$ cat src/rtl/usb_pkg.sv
// usb_pkg: PID constants, packet field positions, FSM state type and
// packet builders shared by the host transaction engine.
package usb_pkg;

    localparam int PKT_W   = 99;
    localparam int PID_HI  = 98;
    localparam int PID_LO  = 91;
    localparam int ADDR_HI = 90;
    localparam int ADDR_LO = 84;
    localparam int ENDP_HI = 83;
    localparam int ENDP_LO = 80;
    localparam int DATA_HI = 90;
    localparam int DATA_LO = 27;

    localparam logic [7:0] PID_OUT   = 8'hE1;
    localparam logic [7:0] PID_IN    = 8'h69;
    localparam logic [7:0] PID_DATA0 = 8'hC3;
    localparam logic [7:0] PID_ACK   = 8'hD2;
    localparam logic [7:0] PID_NAK   = 8'h5A;

    typedef enum logic [3:0] {
        S_IDLE,
        S_TOK,
        S_TOK_WAIT,
        S_DATA,
        S_DATA_WAIT,
        S_WAIT_HS,
        S_WAIT_DATA,
        S_HS,
        S_HS_WAIT,
        S_DONE
    } usb_state_t;

    function automatic logic [PKT_W-1:0] pack_token(
        input logic [7:0] pid,
        input logic [6:0] addr,
        input logic [3:0] endp
    );
        logic [PKT_W-1:0] p;
        p = '0;
        p[PID_HI:PID_LO]   = pid;
        p[ADDR_HI:ADDR_LO] = addr;
        p[ENDP_HI:ENDP_LO] = endp;
        return p;
    endfunction

    function automatic logic [PKT_W-1:0] pack_data(
        input logic [7:0]  pid,
        input logic [63:0] payload
    );
        logic [PKT_W-1:0] p;
        p = '0;
        p[PID_HI:PID_LO]   = pid;
        p[DATA_HI:DATA_LO] = payload;
        return p;
    endfunction

    function automatic logic [PKT_W-1:0] pack_handshake(
        input logic [7:0] pid
    );
        logic [PKT_W-1:0] p;
        p = '0;
        p[PID_HI:PID_LO] = pid;
        return p;
    endfunction

endpackage

$ cat src/rtl/usb_resp_timer.sv
// usb_resp_timer: 8-bit saturating response timer; timeout fires in
// the cycle the count steps up to TIMEOUT_CYC.
module usb_resp_timer #(
    parameter int TIMEOUT_CYC = 255
) (
    input  logic clk,
    input  logic rst,
    input  logic clr,
    input  logic en,
    output logic timeout
);

    logic [7:0] count;

    always_ff @(posedge clk) begin
        if (rst || clr) begin
            count <= '0;
        end else if (en && count != 8'hFF) begin
            count <= count + 8'd1;
        end
    end

    assign timeout = en && (count == 8'(TIMEOUT_CYC - 1));

endmodule

$ cat src/rtl/usb_host_protocol.sv
// usb_host_protocol: host transaction engine issuing token/data/handshake
// packets to the encoder and interpreting decoded device responses.
module usb_host_protocol
    import usb_pkg::*;
#(
    parameter int TIMEOUT_CYC = 255,
    parameter int MAX_RETRY   = 8
) (
    input  logic             clk,
    input  logic             rst_b,
    input  logic             txn_start,
    input  logic             txn_is_in,
    input  logic [6:0]       txn_addr,
    input  logic [3:0]       txn_endp,
    input  logic [63:0]      txn_data_out,
    output logic             busy,
    output logic             txn_done,
    output logic             txn_success,
    output logic [63:0]      txn_data_in,
    output logic [PKT_W-1:0] pkt_in,
    output logic             pkt_in_avail,
    input  logic             encoder_ready,
    input  logic [PKT_W-1:0] pkt_out,
    input  logic             pkt_out_avail,
    input  logic             data_good,
    input  logic             decoder_ready,
    output logic             re
);

    localparam int RW = $clog2(MAX_RETRY + 1);

    usb_state_t       state, state_n;
    logic             req_in, req_in_n;
    logic [6:0]       req_addr, req_addr_n;
    logic [3:0]       req_endp, req_endp_n;
    logic [63:0]      req_data, req_data_n;
    logic [RW-1:0]    retry, retry_n;
    logic [PKT_W-1:0] pkt_n;
    logic             avail_n;
    logic             seen_low, seen_low_n;
    logic             hs_nak, hs_nak_n;
    logic             success_n;
    logic [63:0]      data_in_n;
    logic             waiting, timeout, sent;
    logic             pid_ok, good, retry_ev;
    logic [3:0]       pid_lo;

    assign waiting  = (state == S_WAIT_HS) || (state == S_WAIT_DATA);
    assign re       = waiting;
    assign busy     = (state != S_IDLE) && (state != S_DONE);
    assign txn_done = (state == S_DONE);

    // a corrupt PID byte is handled exactly like a CRC failure
    assign pid_lo = pkt_out[PID_LO+3:PID_LO];
    assign pid_ok = pkt_out[PID_HI:PID_LO+4] == ~pid_lo;
    assign good   = data_good && pid_ok;
    assign sent   = !pkt_in_avail && seen_low && encoder_ready;

    logic unused_ok;
    assign unused_ok = &{1'b0, decoder_ready, pkt_out[DATA_LO-1:0]};

    usb_resp_timer #(
        .TIMEOUT_CYC(TIMEOUT_CYC)
    ) u_timer (
        .clk    (clk),
        .rst    (rst_b),
        .clr    (!waiting),
        .en     (waiting),
        .timeout(timeout)
    );

    always_comb begin
        state_n    = state;
        req_in_n   = req_in;
        req_addr_n = req_addr;
        req_endp_n = req_endp;
        req_data_n = req_data;
        retry_n    = retry;
        pkt_n      = pkt_in;
        avail_n    = pkt_in_avail;
        seen_low_n = seen_low;
        hs_nak_n   = hs_nak;
        success_n  = txn_success;
        data_in_n  = txn_data_in;
        retry_ev   = 1'b0;
        if (pkt_in_avail && encoder_ready) avail_n = 1'b0;
        if (!pkt_in_avail && !encoder_ready) seen_low_n = 1'b1;
        unique case (state)
            S_IDLE: begin
                if (txn_start) begin
                    req_in_n   = txn_is_in;
                    req_addr_n = txn_addr;
                    req_endp_n = txn_endp;
                    req_data_n = txn_data_out;
                    retry_n    = RW'(1);
                    success_n  = 1'b0;
                    state_n    = S_TOK;
                end
            end
            S_TOK: begin
                pkt_n = pack_token(req_in ? PID_IN : PID_OUT,
                                   req_addr, req_endp);
                avail_n    = 1'b1;
                seen_low_n = 1'b0;
                state_n    = S_TOK_WAIT;
            end
            S_TOK_WAIT: begin
                if (sent) state_n = req_in ? S_WAIT_DATA : S_DATA;
            end
            S_DATA: begin
                pkt_n      = pack_data(PID_DATA0, req_data);
                avail_n    = 1'b1;
                seen_low_n = 1'b0;
                state_n    = S_DATA_WAIT;
            end
            S_DATA_WAIT: begin
                if (sent) state_n = S_WAIT_HS;
            end
            S_WAIT_HS: begin
                if (pkt_out_avail) begin
                    if (good && pid_lo == PID_ACK[3:0]) begin
                        success_n = 1'b1;
                        state_n   = S_DONE;
                    end else begin
                        retry_ev = 1'b1;
                    end
                end else if (timeout) begin
                    retry_ev = 1'b1;
                end
            end
            S_WAIT_DATA: begin
                if (pkt_out_avail) begin
                    if (!good) begin
                        hs_nak_n = 1'b1;
                        state_n  = S_HS;
                    end else if (pid_lo == PID_DATA0[3:0]) begin
                        data_in_n = pkt_out[DATA_HI:DATA_LO];
                        hs_nak_n  = 1'b0;
                        state_n   = S_HS;
                    end else begin
                        retry_ev = 1'b1;
                    end
                end else if (timeout) begin
                    retry_ev = 1'b1;
                end
            end
            S_HS: begin
                pkt_n      = pack_handshake(hs_nak ? PID_NAK : PID_ACK);
                avail_n    = 1'b1;
                seen_low_n = 1'b0;
                state_n    = S_HS_WAIT;
            end
            S_HS_WAIT: begin
                if (sent) begin
                    if (hs_nak) begin
                        retry_ev = 1'b1;
                    end else begin
                        success_n = 1'b1;
                        state_n   = S_DONE;
                    end
                end
            end
            S_DONE: state_n = S_IDLE;
            default: state_n = S_IDLE;
        endcase
        if (retry_ev) begin
            if (retry < RW'(MAX_RETRY)) begin
                retry_n = retry + RW'(1);
                state_n = S_TOK;
            end else begin
                success_n = 1'b0;
                state_n   = S_DONE;
            end
        end
    end

    always_ff @(posedge clk) begin
        if (rst_b) begin
            state        <= S_IDLE;
            req_in       <= 1'b0;
            req_addr     <= '0;
            req_endp     <= '0;
            req_data     <= '0;
            retry        <= '0;
            pkt_in       <= '0;
            pkt_in_avail <= 1'b0;
            seen_low     <= 1'b0;
            hs_nak       <= 1'b0;
            txn_success  <= 1'b0;
            txn_data_in  <= '0;
        end else begin
            state        <= state_n;
            req_in       <= req_in_n;
            req_addr     <= req_addr_n;
            req_endp     <= req_endp_n;
            req_data     <= req_data_n;
            retry        <= retry_n;
            pkt_in       <= pkt_n;
            pkt_in_avail <= avail_n;
            seen_low     <= seen_low_n;
            hs_nak       <= hs_nak_n;
            txn_success  <= success_n;
            txn_data_in  <= data_in_n;
        end
    end

endmodule

$ cat config.mk
export PLATFORM = sky130hd
export DESIGN_NAME = usb_host_protocol
export DESIGN_NICKNAME = d
export VERILOG_FILES = /design/src/rtl/usb_pkg.sv /design/src/rtl/usb_resp_timer.sv /design/src/rtl/usb_host_protocol.sv
export SDC_FILE = /design/constraint.sdc
export NUM_CORES = 1
export LEC_CHECK = 0
export BUFFER_PORTS_ARGS = -buffer_cell sky130_fd_sc_hd__buf_2
export CAP_MARGIN = 20
export CORE_MARGIN = 5
export CORE_UTILIZATION = 48
export DETAILED_ROUTE_END_ITERATION = 6
export GPL_TIMING_DRIVEN = 0
export PLACE_DENSITY = 0.87
export SETUP_SLACK_MARGIN = 0.02
export SLEW_MARGIN = 20
export SYNTH_ARGS = -nofsm -noshare
export SYNTH_HDL_FRONTEND = slang
export SYNTH_HIERARCHICAL = 1
export SYNTH_SLANG_ARGS = --single-unit
$ cat constraint.sdc
create_clock -name clk -period 2.5 [get_ports clk]
set_input_delay 0.125 -clock clk [delete_from_list [all_inputs] [get_ports clk]]
set_output_delay 0.125 -clock clk [all_outputs]
set_load 0.1 [all_outputs]
Word-level counts from Yosys, hierarchy flattened. Index checks and enable logic that the tools add are counted.

Add/subtract/negate cells: 2. $lt $le $gt $ge: 1. Eq/ne operators: 25. Muxes and demuxes: 42. Bitwise operators: 1. Reductions and logical operators: 24.

Operators by type and width (number): 99-bit case mux with 3 select lines (1); 4-bit two-way mux (16); 4-bit case mux with 9 select lines (1); 3-bit != test (second input constant) (7); 1-bit two-way mux (19); 4-bit by 2-bit == test with 1-bit output (second input constant) (4); 4-bit by 3-bit == test with 1-bit output (second input constant) (4); 8-bit two-way mux (2); 1-bit logical AND (9); 9-bit AND reduction (1); 8-bit by 1-bit adder with 8-bit output (second input constant) (1); 4-bit == test (second input constant) (2); 8-bit == test (second input constant) (1); 8-bit != test (second input constant) (1); 1-bit case mux with 3 select lines (2); 4-bit by 1-bit adder with 4-bit output (second input constant) (1); 4-bit by 1-bit == test with 1-bit output (second input constant) (1); 4-bit == test (1); 4-bit zero test (1); 4-bit < comparator (second input constant) (1); 4-bit by 3-bit != test with 1-bit output (second input constant) (1); 4-bit != test (second input constant) (1); 4-bit inverter (1); 4-bit AND reduction (1); other kinds (12) (15).

Bits in registers: 259. Word-level logic and storage cells: 108.

Logic depth before layout (Yosys ltp). Gate-level depths: netlist (run 1).

Word-level depth: 9. Depth in mapped cells: 10.

Cells and area by module. Netlist (run 1), hierarchy kept.

Modules (own cells, without submodules): usb_host_protocol (times used 1, cells each 975, area an instance 8280.4 um^2, sequential area each 4464.3 um^2); usb_resp_timer (times used 1, cells each 51, area an instance 459.2 um^2, sequential area each 160.2 um^2).

Worst setup path after synthesis (run 1). OpenSTA, ideal clock, no wires.

Kind: reg2reg. From: register state[0]. To: register retry[0]. Arrival: 2.750 ns. Slack: -0.321 ns. Stages on the path, launching flop included: 11. Period minus slack after synthesis: 2.821 ns. Cell sequence: dfxtp_1 -> buf_2 -> xor2_1 -> nand2_1 -> inv_1 -> nand2_1 -> nor3_1 -> o221a_1 -> o21ai_0 -> a31o_1 -> a21oi_1.

Longest elaborated chain between the ends: 7. Elaborated cells on any way between the ends: 13. Those cells by class: eq/ne (3); mux (7); reduce/logical (3).

Ends and longest elaborated chain: start: declaration (RTL line usb_host_protocol.sv:32) `usb_state_t state, state_n;`; start signal: assignment (RTL line usb_host_protocol.sv:192) `state <= state_n;`; 4-bit by 3-bit == test with 1-bit output (RTL line usb_host_protocol.sv:48) `assign waiting = (state == S_WAIT_HS) || (state == S_WAIT_DATA);`; 1-bit logical OR (*) (RTL line usb_host_protocol.sv:48); named net re (RTL line usb_host_protocol.sv:27) `output logic re`; 1-bit logical AND (*) (RTL line usb_resp_timer.sv:23) `assign timeout = en && (count == 8'(TIMEOUT_CYC - 1));`; named net timeout (RTL line usb_host_protocol.sv:44) `logic waiting, timeout, sent;`; 1-bit two-way mux (*) (RTL line usb_host_protocol.sv:127, usb_host_protocol.sv:143); 1-bit two-way mux, on equally long branches (RTL line usb_host_protocol.sv:132, usb_host_protocol.sv:120); 1-bit case mux with 3 select lines (*) (RTL line usb_host_protocol.sv:88) `unique case (state)`; 4-bit two-way mux (*) (RTL line usb_host_protocol.sv:166) `if (retry_ev) begin`; end signal: assignment (RTL line usb_host_protocol.sv:197) `retry <= retry_n;`; end: declaration (RTL line usb_host_protocol.sv:37) `logic [RW-1:0] retry, retry_n;`.

Mark *: on every way through the listed nets, which the timed path passes. The rest lies on a longest branch. A chain may end at the register's enable or synchronous reset.

Worst setup path in the final report (run 1).
From: register state[0]. To: register state[0].

Longest elaborated chain between the ends: 8. Elaborated cells on any way between the ends: 27. Those cells by class: eq/ne (17); mux (6); reduce/logical (4).

Ends and longest elaborated chain (RTL line): 4-bit by 3-bit == test with 1-bit output (usb_host_protocol.sv:48); 1-bit logical OR (*) (usb_host_protocol.sv:48); 1-bit logical AND (*) (usb_resp_timer.sv:23); named net timeout (usb_host_protocol.sv:44); 1-bit two-way mux (*) (usb_host_protocol.sv:127, usb_host_protocol.sv:143); 1-bit two-way mux, on equally long branches (usb_host_protocol.sv:132, usb_host_protocol.sv:120); 1-bit case mux with 3 select lines (*) (usb_host_protocol.sv:88); 4-bit by 3-bit != test with 1-bit output (no source line) (tied with other cells); 9-bit AND reduction (no source line).

Marked as above.

==> impl_metrics.toml, run 1 <==
[routing]
drc_errors = 0
top_layer_used = "met4"
ant_nets = 0
drtIter0Drc = 722
vias = 9801
viasPerCell = 5.56
routedWlPerCell_microns = 19.5
met3WireLength_microns = 2880
wl_met1_microns = 12000
wl_met2_microns = 17100
first_pass_iters = 5
routed_wl_microns = 34300

[cts]
cts-root-buf = "clkbuf_16"
htreeDepth = 1
insertion_delay_ns = 0.51
ctsLongestPathBuffers = 3
post-cts-setup-buffers = 0
clk_pin_slew_ns = 0.06
cts_tree = "yes"
cts_sinks = 231
numCtsBuffers = 24

[setup_path]
cp.arrival_ns = 2.79
reg2reg_from = "state[0]"
crit_buf_inv = 2
crit_path_max_fanout = 10
critPathCaptureType = "flop"
slowest_delay_ns = 0.38
reg2reg_to = "state[0]"
worstSetupPathType = "reg2reg"
ff2ff_setup_slack_ns = 0.12
cp-start-kind = "flop"
critPathSlowestCell = "or3_1"
reg2reg_depth = 10
cp_top_family = "simple AND/OR/NAND/NOR gates"
required_ns = 2.91
crit_chain = "buf_6 > xor2_1 > nand2_2 > clkinvlp_4 > nand2_1 > nor3_2 > o221a_1 > or2_1 > or3_1 > a311oi_1"

[global_routing]
gr-total-overflow = 0
antenna_found_initial = 6
track_usage_pct = 30.3
grt_max_degree = 16
grt_pass1_vias = 9870
grt_pass1_wl_microns = 52900

[outcome]
status = "finished clean"

[run]
maxCapViolCount = 0

[floorplan]
die_area_sq_mm = 0.0210
core-area_sq_mm = 0.0180
io-pin-count = 350
num_rows = 49
die_y_microns = 145
start_util_pct = 48.7
die_w_microns = 145

[placement]
place_inst = 1574
dp_hpwl_microns = 20400
port_buffers = 292
globalplace.congestion = 0.903

[yosys]
yosys_warnings = 6
yosys.area.top_type = "dfxtp_1"
yosys.area.top_type_share_pct = 52.9
ys.flop_type = "dfxtp_1"
ys_ff_latch = 231
synth_common_cells = "nand2_1 (296), dfxtp_1 (231), a21oi_1 (151), a22o_1 (54), clkbuf_1 (40)"
async_flop_share_pct = 0
synth_edf_count = 0
synth.most_common_cell = "nand2_1"
synth.avg_cell_area_sq_um = 8.52
seq_area_frac_synth_pct = 52.9
synthTopCellsByArea = "dfxtp_1 (53%), nand2_1 (13%), a21oi_1 (8.6%)"
synth_area_sq_mm = 0.00874
syn-instance-count = 1026
synthDistinctLibCells = 58

[timing]
timing.hold.ws_ns = 0.136
tightest_slew_ns = 0.777
fin_worst_skew_ns = 0.00988
hold_violations = 0
min_period_ns = 2.38
drv_slew = 0
rsz0062_at_grt = "false"
fin_crit_sh_pct = 95.3
relSlewSlack_pct = 48.0
fin_setup_tns_ns = 0
fmax_mhz = 420
setup_violations = 0

[final_layout]
syn_to_final_growth_pct = 47.0
final_nets = 1697
drive_gt1_share_pct = 26.7
final_cells = 1764

[power]
p_leak_nw = 5.59
ir_drop_mv = 0.836
power_density_mw_per_mm2 = 936

[worst_hold_path]
min_from = "pkt_out_avail"
whs_path_depth = 3
hold-path-endpoint = "hs_nak"
hp-class = "in2reg"
==> worst min-delay path: cells and delay by family <==
kind | cells | cell delay [ns]
simple gates | 1 | 0.05
buf+inv | 1 | 0.20
compound gates | 1 | 0.23
==> registers in the layout, summed over array words and instances (netlist names) <==
name and flops:
seen_low 1, req_in 1, req_addr 7, state 4, pkt_in 71, hs_nak 1, u_timer/count 8, txn_data_in 64
txn_success 1, pkt_in_avail 1, retry 4, req_endp 4, req_data 64
==> worst max-delay path by stage <==
stage,startpoint,end,cells past startpoint
3_5_place_dp,state[0],retry[2],10
5_1_grt,state[0],state[0],10
3_3_place_gp,state[0],state[0],10
6_report,state[0],state[0],10
2_1_floorplan,state[0],state[0],10
4_1_cts,state[0],retry[0],10
==> cell usage in the layout, fill, tap and decap left out, types with 5 or more instances in the layout <==
cell and instances:
inv_1 19, nand3_1 9, diode_2 6, buf_2 321, clkbuf_16 25, nor4_1 5
a22o_1 54, xor2_1 5, dlygate4sd3_1 142, buf_4 30, clkbuf_1 45, a211oi_1 16
nand2_1 295, dfxtp_1 230, o21ai_0 26, a21oi_1 151, nand2b_1 7, conb_1 28
nor2_1 32
==> power breakdown <==
group          switching, mW  internal (mW)  leakage [nW]
sequential             0.275           4.12          1.87
combinational           2.99          0.995          3.32
clock                   1.51           2.14         0.394
total                   4.78           7.25          5.59
==> metal layers <==
layer | vias to the layer above | GRT usage, %
li1 | 4395 | -
met3 | 163 | 6.11
met5 | - | 0
met2 | 695 | 54.3
met4 | 0 | 16.4
met1 | 4548 | 33.7
==> stage by stage <==
step           total power [mW]  cell area [sq um]  util [%]  setup slack (ns)
2_1_floorplan              7.23               8860         -            -0.105
3_3_place_gp               8.01              10600      59.1             0.183
3_5_place_dp               8.10              10600      59.1             0.152
4_1_cts                    11.9              12800      71.4             0.128
5_1_grt                    12.5              12800      71.5            0.0386
6_report                   12.0              12800      71.5             0.118
==> area by class of cell <==
type / instances / area (sq um)
timing repair buffer: 434 / 2880
fill: 1198 / 5110
buffer: 100 / 532
antenna: 6 / 15.0
multi-input combinational: 701 / 3630
clock inverter: 9 / 110
tap: 229 / 287
inverter: 20 / 78.8
clock buffer: 34 / 689
sequential: 231 / 4630
==> cell families (layout without fill, tap and decap cells) <==
kind of cell | count (synthesis) | in the layout | share of synthesized area [%]
flops | 231 | 231 | 52.9
fa+ha+maj | 3 | 3 | 0.430
other cells | 1 | 34 | 0.0429
simple gates | 387 | 387 | 19.1
xor+xnor | 5 | 5 | 0.501
buf+inv | 121 | 597 | 6.91
compound gates | 274 | 274 | 19.6
mux | 4 | 4 | 0.458
==> repair_timing <==
| item | CTS | global route |
|---|---|---|
| hold buffers | 142 | 0 |
| resized for setup | 0 | 2 |
| setup endpoints to repair | 0 | 54 |
| hold endpoints to repair | 150 | 0 |
(Power assumes the default switching activity.)
==> run 2: changes to the inputs <==
==> constraint.sdc (replaced) <==
create_clock -name clk -period 2.4 [get_ports clk]
set_input_delay 0.12 -clock clk [delete_from_list [all_inputs] [get_ports clk]]
set_output_delay 0.12 -clock clk [all_outputs]
set_load 0.05 [all_outputs]
==> run 2 against run 1 <==
Critical path depth did not move. Sequential cell count did not move. Critical endpoint unchanged. Sequential share of layout area down 0.31 points. First-iteration DRC count is 9.3% lower. Core utilization is 0.63 points higher. Final area increased by 0.88%. Maximum frequency is 3.1% higher. Global-route usage increased by 0.083 points. Clock-buffer cell count is 1 higher. Clock skew increased by 0.0038 ns. Largest power group unchanged. Setup slack lost 0.028 ns.
==> impl_metrics.toml, run 2 (synthesized netlist as in run 1, its figures left out) <==
[outcome]
status = "finished clean"

[routing]
viasPerCell = 5.44
vias = 9620
drtIter0Drc = 655
ant_nets = 0
drc_errors = 0
routed_wl_microns = 34000
first_pass_iters = 7
routedWlPerCell_microns = 19.2

[cts]
insertion_delay_ns = 0.51
cts-root-buf = "clkbuf_16"
ctsLongestPathBuffers = 3
cts_tree = "yes"
clk_pin_slew_ns = 0.06
htreeDepth = 1
cts_sinks = 231
numCtsBuffers = 25

[final_layout]
final_cells = 1767
largestRegisters = "pkt_in (71), req_data (64), txn_data_in (64)"
fillerInstances = 1217
final_nets = 1700
multi_input_area_sq_mm = 0.00364
final_common_cell = "buf_2"
drive_gt1_share_pct = 27.1
ff_latch_area_sq_mm = 0.00463
largest_register = "pkt_in"
mostFrequentLayoutCells = "buf_2 (321), nand2_1 (295), dfxtp_1 (230)"
largest_reg_flops = 71
syn_to_final_growth_pct = 48.3

[floorplan]
start_util_pct = 48.7
io-pin-count = 350
die_area_sq_mm = 0.0210
die_y_microns = 145
core-area_sq_mm = 0.0180
die_w_microns = 145
num_rows = 49

[global_routing]
gr-total-overflow = 0
grt_max_degree = 14
grt_pass1_wl_microns = 53000
antenna_found_initial = 4
grt_pass1_vias = 9939
track_usage_pct = 30.4

[timing]
drv_slew = 0
fin_crit_sh_pct = 96.2
setup_violations = 0
fmax_mhz = 433
tightest_slew_ns = 0.643
min_period_ns = 2.31
rsz0062_at_grt = "true"
fin_worst_skew_ns = 0.0137
timing.hold.ws_ns = 0.166
hold_violations = 0
relSlewSlack_pct = 57.1

[setup_path]
worstSetupPathType = "reg2reg"
required_ns = 2.80
cp.arrival_ns = 2.71
cp_top_family = "simple AND/OR/NAND/NOR gates"
crit_chain = "buf_6 > xor2_1 > nand2_2 > clkinvlp_4 > nand2_1 > nor3_2 > o221a_1 > or2_1 > or3_1 > a311oi_2"
worstSetupStartpoint = "state[0]"
critPathSlowestCell = "or3_1"
reg2reg_from = "state[0]"
cp-start-kind = "flop"
crit_buf_inv = 2
crit_path_max_fanout = 10
critPathCaptureType = "flop"
slowest_delay_ns = 0.41

[power]
clkPwrFrac_pct = 34.1
p_seq_share_pct = 37.7
netSwitchingFraction_pct = 34.5
switchingPower_mw = 4.18
p_int_mw = 7.95
p_comb_share_pct = 28.2
p_leak_nw = 5.64
power_density_mw_per_mm2 = 936
ir_drop_mv = 0.593

[worst_hold_path]
min_from = "pkt_out_avail"
hp-class = "in2reg"

[placement]
dp_hpwl_microns = 20100
port_buffers = 292
globalplace.congestion = 0.866
place_inst = 1574

[run]
maxCapViolCount = 0
==> run 2: cell type report <==
cell class                      instances  area share [%]
Clock inverter                         10            1.38
Inverter                               20           0.608
Tap cell                              229            2.21
Buffer                                101            4.13
Clock buffer                           35            5.50
Multi-Input combinational cell        701            28.1
Antenna cell                            5          0.0965
Sequential cell                       231            35.7
Timing Repair Buffer                  435            22.3
==> run 2: repair_timing <==
action	CTS	global route
hold endpoints to repair	149	0
setup buffers	1	0
gates cloned	0	0
hold buffers	142	0
resized for setup	3	4
setup endpoints to repair	7	54
pin swaps	0	0
==> run 2: worst min-delay path, delay by kind of cell <==
kind | cells | cell delay [ns]
AO/OA/AOI/OAI | 1 | 0.24
AND/OR/NAND/NOR | 1 | 0.05
buffers and inverters | 1 | 0.20
==> run 2: metrics by stage <==
| stage | setup TNS, ns | total power [mW] | area [sq um] | setup slack, ns | util (%) |
|---|---|---|---|---|---|
| 3_3_place_gp | -0.146 | 7.62 | 10600 | -0.0788 | 59.0 |
| 2_1_floorplan | 0 | 6.81 | 8850 | 0.0237 | - |
| 3_5_place_dp | -0.250 | 7.71 | 10600 | -0.115 | 59.0 |
| 5_1_grt | 0 | 12.6 | 13000 | 0.00318 | 72.1 |
| 4_1_cts | 0 | 12.0 | 12900 | 0.0756 | 72.0 |
| 6_report | 0 | 12.1 | 13000 | 0.0905 | 72.2 |
==> run 2: layer usage <==
layer	global-route usage [%]	vias up	wire (microns)
met5	0	-	0
met4	19.3	0	2470
met2	53.0	566	16700
met1	33.2	4484	12000
li1	-	4403	-
met3	7.11	167	2810
==> run 2: final timing paths <==
check,endpoint,slack [ns],cells past startpoint
hold / removal,hs_nak,0.17,3
setup reg to reg,state[0],0.09,10
hold reg to reg,req_addr[0],0.45,2
setup / recovery,state[0],0.09,10
==> run 2: power groups by stage <==
stage / clock network [mW] / registers (mW) / logic [mW]
after floorplan: 0 / 5.08 / 1.72
after global placement: 0 / 4.60 / 3.03
after detailed placement: 0 / 4.62 / 3.09
after CTS: 4.16 / 4.54 / 3.30
after global routing: 4.33 / 4.61 / 3.67
final: 4.14 / 4.57 / 3.42
==> run 3: changes to the inputs <==
Settings changed: CORE_UTILIZATION 48 to 50, PLACE_DENSITY 0.87 to 0.9.
Clock period 2.4 ns to 2.9 ns, I/O delays scaled along.
==> run 3 against run 2 <==
Worst hold slack gained 0.029 ns. Clock skew shrank 0.0017 ns. Total power fell by 22%. Maximum frequency decreased by 13%. Final area is 1.5% lower. Non-clock buffer count down 1. Core utilization up 1.9 points. Clock-buffer cell count decreased by 3. Largest cell class unchanged. Largest power group unchanged.
==> impl_metrics.toml, run 3 (synthesized netlist as in run 1, its figures left out) <==
[setup_path]
slowest_delay_ns = 0.43
cp.arrival_ns = 3.08
reg2reg_to = "retry[0]"
crit_top_cell = "nand2_1"
crit_buf_inv = 2
crit_path_max_fanout = 10
reg2reg_from = "state[0]"
required_ns = 3.33
critPathCaptureType = "flop"
critPathSlowestCell = "dfxtp_1"
reg2reg_depth = 10
ff2ff_setup_slack_ns = 0.26
cp_top_family = "compound AO/OA/AOI/OAI gates"
cp-start-kind = "flop"
crit_chain = "buf_2 > xor2_1 > nand2_1 > inv_1 > nand2_1 > nor3_2 > o221a_1 > o21ai_0 > a31o_1 > a21oi_1"
worstSetupPathType = "reg2reg"

[timing]
fmax_mhz = 378
rsz0062_at_grt = "false"
relSlewSlack_pct = 32.0
setup_violations = 0
hold_violations = 0
fin_ws_ns = 0.255
tightest_slew_ns = 1.02
drv_slew = 0
fin_setup_tns_ns = 0
fin_crit_sh_pct = 91.2
fin_worst_skew_ns = 0.0120
timing.hold.ws_ns = 0.195
min_period_ns = 2.64

[final_layout]
fillerInstances = 1086
fin_area_sq_mm = 0.0128
multi_input_area_sq_mm = 0.00362
ff_latch_area_sq_mm = 0.00462
final_nets = 1698
final_util_pct = 74.0
largest_register = "pkt_in"
drive_gt1_share_pct = 26.6
largest_reg_flops = 71
largestRegisters = "pkt_in (71), req_data (64), txn_data_in (64)"
mostFrequentLayoutCells = "buf_2 (322), nand2_1 (296), dfxtp_1 (231)"
syn_to_final_growth_pct = 46.0
final_cells = 1757
final_common_cell = "buf_2"

[global_routing]
grt_pass1_vias = 10100
antenna_found_initial = 2
grt_pass1_wl_microns = 52800
gr-total-overflow = 0
grt_max_degree = 15
track_usage_pct = 32.5

[routing]
drtIter0Drc = 784
vias = 9795
viasPerCell = 5.57
drc_errors = 0
routed_wl_microns = 34200
ant_nets = 0
routedWlPerCell_microns = 19.4
first_pass_iters = 5

[cts]
numCtsBuffers = 24
cts-root-buf = "clkbuf_16"
ctsLongestPathBuffers = 3
insertion_delay_ns = 0.51
clk_pin_slew_ns = 0.07
cts_tree = "yes"
cts_sinks = 231
htreeDepth = 1

[floorplan]
die_area_sq_mm = 0.0202
io-pin-count = 350
num_rows = 48
die_w_microns = 142
core-area_sq_mm = 0.0172
die_y_microns = 142
start_util_pct = 50.7

[worst_hold_path]
whs_path_depth = 3
hp-class = "in2reg"
min_from = "pkt_out_avail"
hold-path-endpoint = "hs_nak"

[placement]
place_inst = 1570
globalplace.congestion = 0.877
placed_area_sq_mm = 0.0106
place_ws_ns = 0.201
dp_hpwl_microns = 20000
port_buffers = 292

[outcome]
status = "finished clean"

[power]
p_leak_nw = 5.57
power_density_mw_per_mm2 = 745
power_mw = 9.51
ir_drop_mv = 0.569

[run]
maxCapViolCount = 0
-- run 3: changes by cell type in the layout (fill, tap and decap cells not counted), sizes merged --
cell,change
clkbuf,-3
clkinvlp,+2
bufinv,-5
clkinv,+4
diode,-3
buf,-1
-- run 3: worst max path at each step --
stage,from,cells past startpoint,endpoint
2_1_floorplan,state[0],10,retry[0]
3_3_place_gp,state[0],10,retry[0]
3_5_place_dp,state[0],10,retry[0]
4_1_cts,state[0],10,retry[0]
5_1_grt,state[0],10,retry[0]
6_report,state[0],10,retry[0]
-- run 3: worst reg2reg max path: cells and delay by family (launching register included) --
family	cells	cell delay, ns
compound gates	4	0.92
buf+inv	2	0.52
xor+xnor	1	0.16
simple gates	3	0.56
flops	1	0.43
-- run 3: what timing repair did --
item,in CTS,in global routing
resized for setup,0,1
endpoints found under the hold margin,144,0
hold buffers,142,0
buffers inserted,0,0
setup endpoints to repair,0,4
-- run 3: layout make-up --
class                           count  share of cell area, %
Buffer                            101                   4.15
Timing Repair Buffer              434                   22.6
Clock inverter                     11                  0.520
Antenna cell                        2                 0.0392
Clock buffer                       32                   5.34
Inverter                           20                  0.588
Sequential cell                   231                   36.2
Tap cell                          225                   2.21
Multi-Input combinational cell    701                   28.3
-- run 3: where the power goes --
group	switching, mW	leakage, nW	internal [mW]
sequential	0.226	1.87	3.55
combinational	1.94	3.33	0.849
clock	1.29	0.366	1.66
total	3.45	5.57	6.05
-- run 3: routing by layer --
layer | GRT usage, % | wire length (microns)
met4 | 20.9 | 2590
met3 | 7.02 | 3120
met2 | 56.0 | 16500
met1 | 36.3 | 11900
met5 | 0 | 14
